$ cat src/rtl/dm_arbiter.sv
// dm_arbiter: shares the single data-memory port between the CPU M stage
// and an external master (loader/debug/DMA). The CPU has fixed priority and
// the external side is guaranteed service after at most STARVE_MAX lost
// cycles. External requests are buffered in a holding register and answered
// with a registered response.
//
// The memory read data (dm_rd) is an input: the DM returns it combinationally.
//
// Optional build macro: DM_ARB_ALIGN_CHECK_EN
//   When defined, misaligned external requests are answered with ext_err
//   without touching memory. A cpu_err output flags misaligned granted CPU
//   accesses, and their store enable is suppressed.
module dm_arbiter #(
  parameter int STARVE_MAX = 4,
  parameter int CNT_W      = 3
) (
  input  logic        clk,
  input  logic        reset,
  // CPU M-stage side
  input  logic        cpu_req,
  input  logic        cpu_we,
  input  logic [31:0] cpu_addr,
  input  logic [31:0] cpu_wd,
  input  logic [1:0]  cpu_width,
  input  logic        cpu_sign,
  output logic [31:0] cpu_rd,
  output logic        cpu_stall,
`ifdef DM_ARB_ALIGN_CHECK_EN
  output logic        cpu_err,
`endif
  // external master request channel
  input  logic        ext_valid,
  output logic        ext_ready,
  input  logic        ext_we,
  input  logic [31:0] ext_addr,
  input  logic [31:0] ext_wd,
  input  logic [1:0]  ext_width,
  input  logic        ext_sign,
  // external master response channel
  output logic        ext_rvalid,
  input  logic        ext_rready,
  output logic [31:0] ext_rdata,
  output logic        ext_err,
  // data memory port
  output logic [31:0] dm_a,
  output logic [31:0] dm_wd,
  output logic        dm_we,
  output logic [1:0]  dm_width,
  output logic        dm_sign,
  input  logic [31:0] dm_rd
);

  typedef enum logic [1:0] {IDLE, PEND, RESP} state_t;

  localparam logic [CNT_W-1:0] STARVE_LIM = CNT_W'(STARVE_MAX);

  state_t           state, state_nxt;
  logic [CNT_W-1:0] starve_cnt, starve_nxt;

  // holding register for the accepted external request
  logic        h_we;
  logic [31:0] h_addr;
  logic [31:0] h_wd;
  logic [1:0]  h_width;
  logic        h_sign;

  logic accept;
  logic ext_gnt;
  logic cpu_gnt;
  logic ext_bad;
  logic cpu_bad;

  // Word accesses need addr[1:0]==0, halfword accesses need addr[0]==0.
  function automatic logic misaligned(input logic [1:0] width, input logic [1:0] lo);
    return ((width == 2'd0) && (lo != 2'd0)) || ((width == 2'd1) && lo[0]);
  endfunction

  // Requests that complete with an error and never touch memory.
`ifdef DM_ARB_ALIGN_CHECK_EN
  assign ext_bad = (ext_width == 2'd3) || misaligned(ext_width, ext_addr[1:0]);
  assign cpu_bad = misaligned(cpu_width, cpu_addr[1:0]);
  assign cpu_err = cpu_gnt & cpu_bad;
`else
  assign ext_bad = (ext_width == 2'd3);
  assign cpu_bad = 1'b0;
`endif

  assign cpu_rd = dm_rd;

  // Grant decision, DM port mux and next-state logic.
  always_comb begin
    state_nxt  = state;
    starve_nxt = starve_cnt;
    dm_a       = 32'd0;
    dm_wd      = 32'd0;
    dm_we      = 1'b0;
    dm_width   = 2'd0;
    dm_sign    = 1'b0;

    ext_ready = reset && (state == IDLE);
    accept    = ext_valid && ext_ready;
    ext_gnt   = (state == PEND) && (!cpu_req || (starve_cnt == STARVE_LIM));
    cpu_gnt   = cpu_req && !ext_gnt;
    cpu_stall = cpu_req && !cpu_gnt;

    if (ext_gnt) begin
      dm_a     = h_addr;
      dm_wd    = h_wd;
      dm_we    = h_we && reset;
      dm_width = h_width;
      dm_sign  = h_sign;
    end else if (cpu_gnt) begin
      dm_a     = cpu_addr;
      dm_wd    = cpu_wd;
      dm_we    = cpu_we && !cpu_bad && reset;
      dm_width = cpu_width;
      dm_sign  = cpu_sign;
    end

    case (state)
      IDLE: begin
        if (accept) state_nxt = ext_bad ? RESP : PEND;
      end
      PEND: begin
        if (ext_gnt) begin
          state_nxt  = RESP;
          starve_nxt = '0;
        end else if (cpu_req && (starve_cnt != STARVE_LIM)) begin
          starve_nxt = starve_cnt + 1'b1;
        end
      end
      RESP: begin
        if (ext_rready) state_nxt = IDLE;
      end
      default: state_nxt = IDLE;
    endcase
  end

  // Control state: FSM, starvation counter and response-valid flag.
  always_ff @(posedge clk or negedge reset) begin
    if (!reset) begin
      state      <= IDLE;
      starve_cnt <= '0;
      ext_rvalid <= 1'b0;
    end else begin
      state      <= state_nxt;
      starve_cnt <= starve_nxt;
      ext_rvalid <= (state_nxt == RESP);
    end
  end

  // Holding register capture and registered external response data.
  always_ff @(posedge clk or negedge reset) begin
    if (!reset) begin
      h_we      <= 1'b0;
      h_addr    <= 32'd0;
      h_wd      <= 32'd0;
      h_width   <= 2'd0;
      h_sign    <= 1'b0;
      ext_rdata <= 32'd0;
      ext_err   <= 1'b0;
    end else begin
      if (accept) begin
        h_we    <= ext_we;
        h_addr  <= ext_addr;
        h_wd    <= ext_wd;
        h_width <= ext_width;
        h_sign  <= ext_sign;
        if (ext_bad) begin
          ext_rdata <= 32'd0;
          ext_err   <= 1'b1;
        end
      end
      if (ext_gnt) begin
        ext_rdata <= h_we ? 32'd0 : dm_rd;
        ext_err   <= 1'b0;
      end
    end
  end

endmodule

$ cat config.mk
export PLATFORM = sky130hd
export DESIGN_NAME = dm_arbiter
export DESIGN_NICKNAME = d
export VERILOG_FILES = /design/src/rtl/dm_arbiter.sv
export SDC_FILE = /design/constraint.sdc
export NUM_CORES = 1
export LEC_CHECK = 0
export BUFFER_PORTS_ARGS = -buffer_cell sky130_fd_sc_hd__buf_2
export CORE_MARGIN = 4
export CORE_UTILIZATION = 40
export CTS_CLUSTER_DIAMETER = 200
export DETAILED_ROUTE_END_ITERATION = 6
export GPL_TIMING_DRIVEN = 0
export PLACE_DENSITY = 0.74
export SETUP_SLACK_MARGIN = 0.4
export SYNTH_ARGS = -nofsm -noshare
export SYNTH_HDL_FRONTEND = slang
export SYNTH_SLANG_ARGS = --single-unit
$ cat constraint.sdc
create_clock -name clk -period 2 [get_ports clk]
set_clock_uncertainty 0.05 [all_clocks]
set_input_delay 0.3 -clock clk [delete_from_list [all_inputs] [get_ports clk]]
set_output_delay 0.3 -clock clk [all_outputs]
set_load 0.005 [all_outputs]
==> summary.txt <==
Status
  • Outcome: finished, violations left
  • Failing checks: setup timing

Hold path
  • Hold Crit Class: input port to async pin

Yosys
  • Synth warn: 0
  • Avg Inst Size Synth: 10.3 sq um
  • Post-synthesis instance area: around 0.0054 sq mm
  • Synth Register Bits: 107
  • Syn nets: about 700
  • Top-area cell type share of the netlist area: 0.496
  • Post-synthesis sequential area ratio: 0.496
  • Synth cell types: 28
  • Post-Syn Instances: between 500 and 600
  • Synth area leader: dfrtp_1
  • Area contributors post-synth: dfrtp_1, mux2_2, nand3_1, o21ai_0, a32o_1

Timing
  • Period minus WS final: approximately 2.4 ns
  • Worst Tran Pin Value: 0.497 ns
  • PnR worst setup slack: -0.363 ns
  • RSZ-0062 raised after global routing: yes
  • Hold WS: around 0.011 ns
  • Slew HR: 0.666
  • Fin. Hold Viols: 0
  • Max Slew Vio Count: 0
  • Setup Viol. Count Final: 70
  • Fin crit share: 1.18
  • F_max: roughly 420 MHz
  • TNS Setup: -20.84 ns

Global routing
  • First-pass GRT wire length: between 20,000 and 30,000 um
  • Antenna violations before repair: 1
  • Vias in the first global route: around 5,400
  • Grt ovf: 0
  • All-Layer GR Usage: 0.229
  • Largest net degree at the start of global routing: 29

Die
  • Die height: 124 um
  • IO Pins: ~310
  • Row count: 42
  • Die ar.: ~0.015 sq mm
  • Die Width: 124 um
  • Initial Util: 0.408
  • Core area: 0.0132 sq mm

Route
  • Initial DRT Pass Iterations: 4
  • Via/cell ratio: approximately 5
  • Average routed wire per standard cell: approximately 18 um
  • Routed WL: between 15,000 and 20,000 um
  • Iter 0 DRT Violations: 310
  • Antenna Nets Post-Route: 0
  • Drc violations: 0
  • Vias after detailed routing: ~5,600

Clock network
  • Clk_lat worst skew: about 0.35 ns
  • Root Buffer: clkbuf_16
  • Worst-path clk slew: 0.08 ns
  • Clk sinks: 107
  • H-tree levels: 3
  • TritonCTS Buffers: 9
  • CTS tree: built
  • Maximum clock path buffer count: 2

Power and ir drop
  • Clock power share: 0.178
  • Leak: between 4 and 5 nW
  • Worst ir drop on vdd: between 0.0005 and 0.0006 V
  • PwrDens: approximately 1100 mW/mm^2
  • Sw Share: 0.320
  • Logic pwr share: 0.457
  • Share of power burned in registers: 0.365
  • Net Switching: about 3.4 mW
  • Int Pwr: 7.13 mW
  • Tot Pwr: roughly 10 mW

Layout
  • Core Util, Final: 0.694
  • Nets: ~1,100
  • Area of the multi-input gates: between 0.002 and 0.003 sq mm
  • Filler instances: around 1,100
  • Final cell count without fillers: around 1,100
  • Most frequent cells in the layout: buf_2, dfrtp_1, nand2_1, nand3_1, mux2_4
  • Commonest non-fill, non-tap cell in the layout: buf_2
  • Fraction of layout cells with a size suffix above 1: 0.649
  • Register area: approximately 0.0027 sq mm
  • Synthesis-to-layout area growth: 70.2%

Placement
  • Gp weighted congestion: 0.800
  • Buffers added on ports: 307
  • Placed cells: 1,008
  • Detailed Place HPWL: 13,100 um

Worst setup path
  • Startpoint Class: register
  • Crit Path Class: register to output port
  • Critical Path RT: ~1.7 ns
  • Data arrival time of the worst path: 2.01 ns
  • CP Capture Type: output port
  • Crit Path Max Fanout: 10

Job
  • MaxCap Viol Count: 0
## final timing paths
| kind | startpoint | endpoint | slack [ns] | depth (start not counted) |
|---|---|---|---|---|
| setup / recovery | starve_cnt[0]$_DFFE_PN0P_ | dm_a[19] | -0.36 | 9 |
| setup reg to reg | starve_cnt[0]$_DFFE_PN0P_ | starve_cnt[0]$_DFFE_PN0P_ | -0.34 | 17 |
| min in group clk | ext_addr[21] | h_addr[21]$_DFFE_PN0N_ | 0.13 | 2 |
| hold reg to reg | ext_rdata[17]$_DFFE_PN0P_ | ext_rdata[17]$_DFFE_PN0P_ | 0.44 | 1 |
| max in group asynchronous | reset | h_addr[11]$_DFFE_PN0N_ | 1.17 | 3 |
| hold / removal | reset | h_wd[20]$_DFFE_PN0N_ | 0.01 | 4 |
## cells in the mapped netlist (all sizes together)
cell	number
nor3b	1
dfrtp	107
clkbuf	29
o2bb2ai	1
nand3	70
o21ai	71
a32oi	1
a21boi	2
a21bo	1
inv	3
ha	2
and2	1
nor2b	1
nand2	73
nand2b	2
nor2	1
and3	1
mux2	67
buf	53
a22oi	2
a31oi	1
a21o	1
a32o	32
nor4bb	1
## per-layer routing
layer / share of wire / wire, um / track usage / up-vias
met5: 0 / 0 / 0 / -
met4: 0.019 / 361 / 0.0671 / 0
met3: 0.073 / 1420 / 0.0436 / 28
met2: 0.52 / 10100 / 0.416 / 234
met1: 0.39 / 7560 / 0.275 / 2693
li1: - / - / - / 2597
## per-stage QoR
| stage | area, sq um | worst slack [ns] |
|---|---|---|
| after floorplan | 5470 | 0.239 |
| after global placement | 7230 | -1.80 |
| after detailed placement | 7260 | -0.831 |
| after CTS | 8510 | -0.333 |
| after global routing | 9190 | -0.405 |
| final | 9190 | -0.363 |
## critical path, cell delays in order, from the launching register on
cell       delay, ns
dfrtp_1         0.37
inv_2           0.07
ha_4            0.16
a21bo_1         0.18
buf_6           0.13
and2_4          0.15
buf_12          0.15
clkbuf_16       0.17
o21ai_4         0.15
buf_2           0.13
## area by class of cell
class / count / area share
Clock inverter: 7 / 0.00913
Tap cell: 176 / 0.0240
Timing Repair Buffer: 364 / 0.260
Inverter: 3 / 0.00123
Antenna cell: 1 / 0.000272
Sequential cell: 107 / 0.292
Multi-Input combinational cell: 332 / 0.299
Buffer: 82 / 0.0895
Clock buffer: 9 / 0.0245
## power by group through the flow
stage               combinational, mW  clock (mW)  sequential (mW)
finish                           4.79        1.87             3.83
CTS                              4.12        1.89             3.79
detailed placement               3.25           0             3.81
floorplan                        1.93           0             3.72
global placement                 3.16           0             3.76
global route                     5.16        2.00             3.96
## kinds of logic (layout without fill, tap and decap cells)
group | Yosys count | in the layout | synth area share
AND/OR/NAND/NOR | 151 | 151 | 0.125
other | 0 | 1 | 0
multiplexers | 67 | 67 | 0.140
adder cells (fa/ha/maj) | 2 | 2 | 0.00464
AO/OA/AOI/OAI | 112 | 112 | 0.140
flip-flops | 107 | 107 | 0.496
buffers and inverters | 85 | 465 | 0.0941
## flip-flops by register name, indices dropped and copies added, names as in the netlist
name	cells
starve_cnt	3
h_wd	32
ext_rdata	32
h_sign	1
state	2
ext_err	1
h_width	2
h_we	1
h_addr	32
ext_rvalid	1
## repair_timing
action                                  CTS  global route
endpoints found under the setup margin  177           175
endpoints found under the hold margin    79             0
buffers inserted                         23             8
pin swaps                                10            22
gates resized for setup                 141           108
cloned                                    8            10
hold buffers                              7             0
Note: power is estimated with default switching activity, not from simulation.
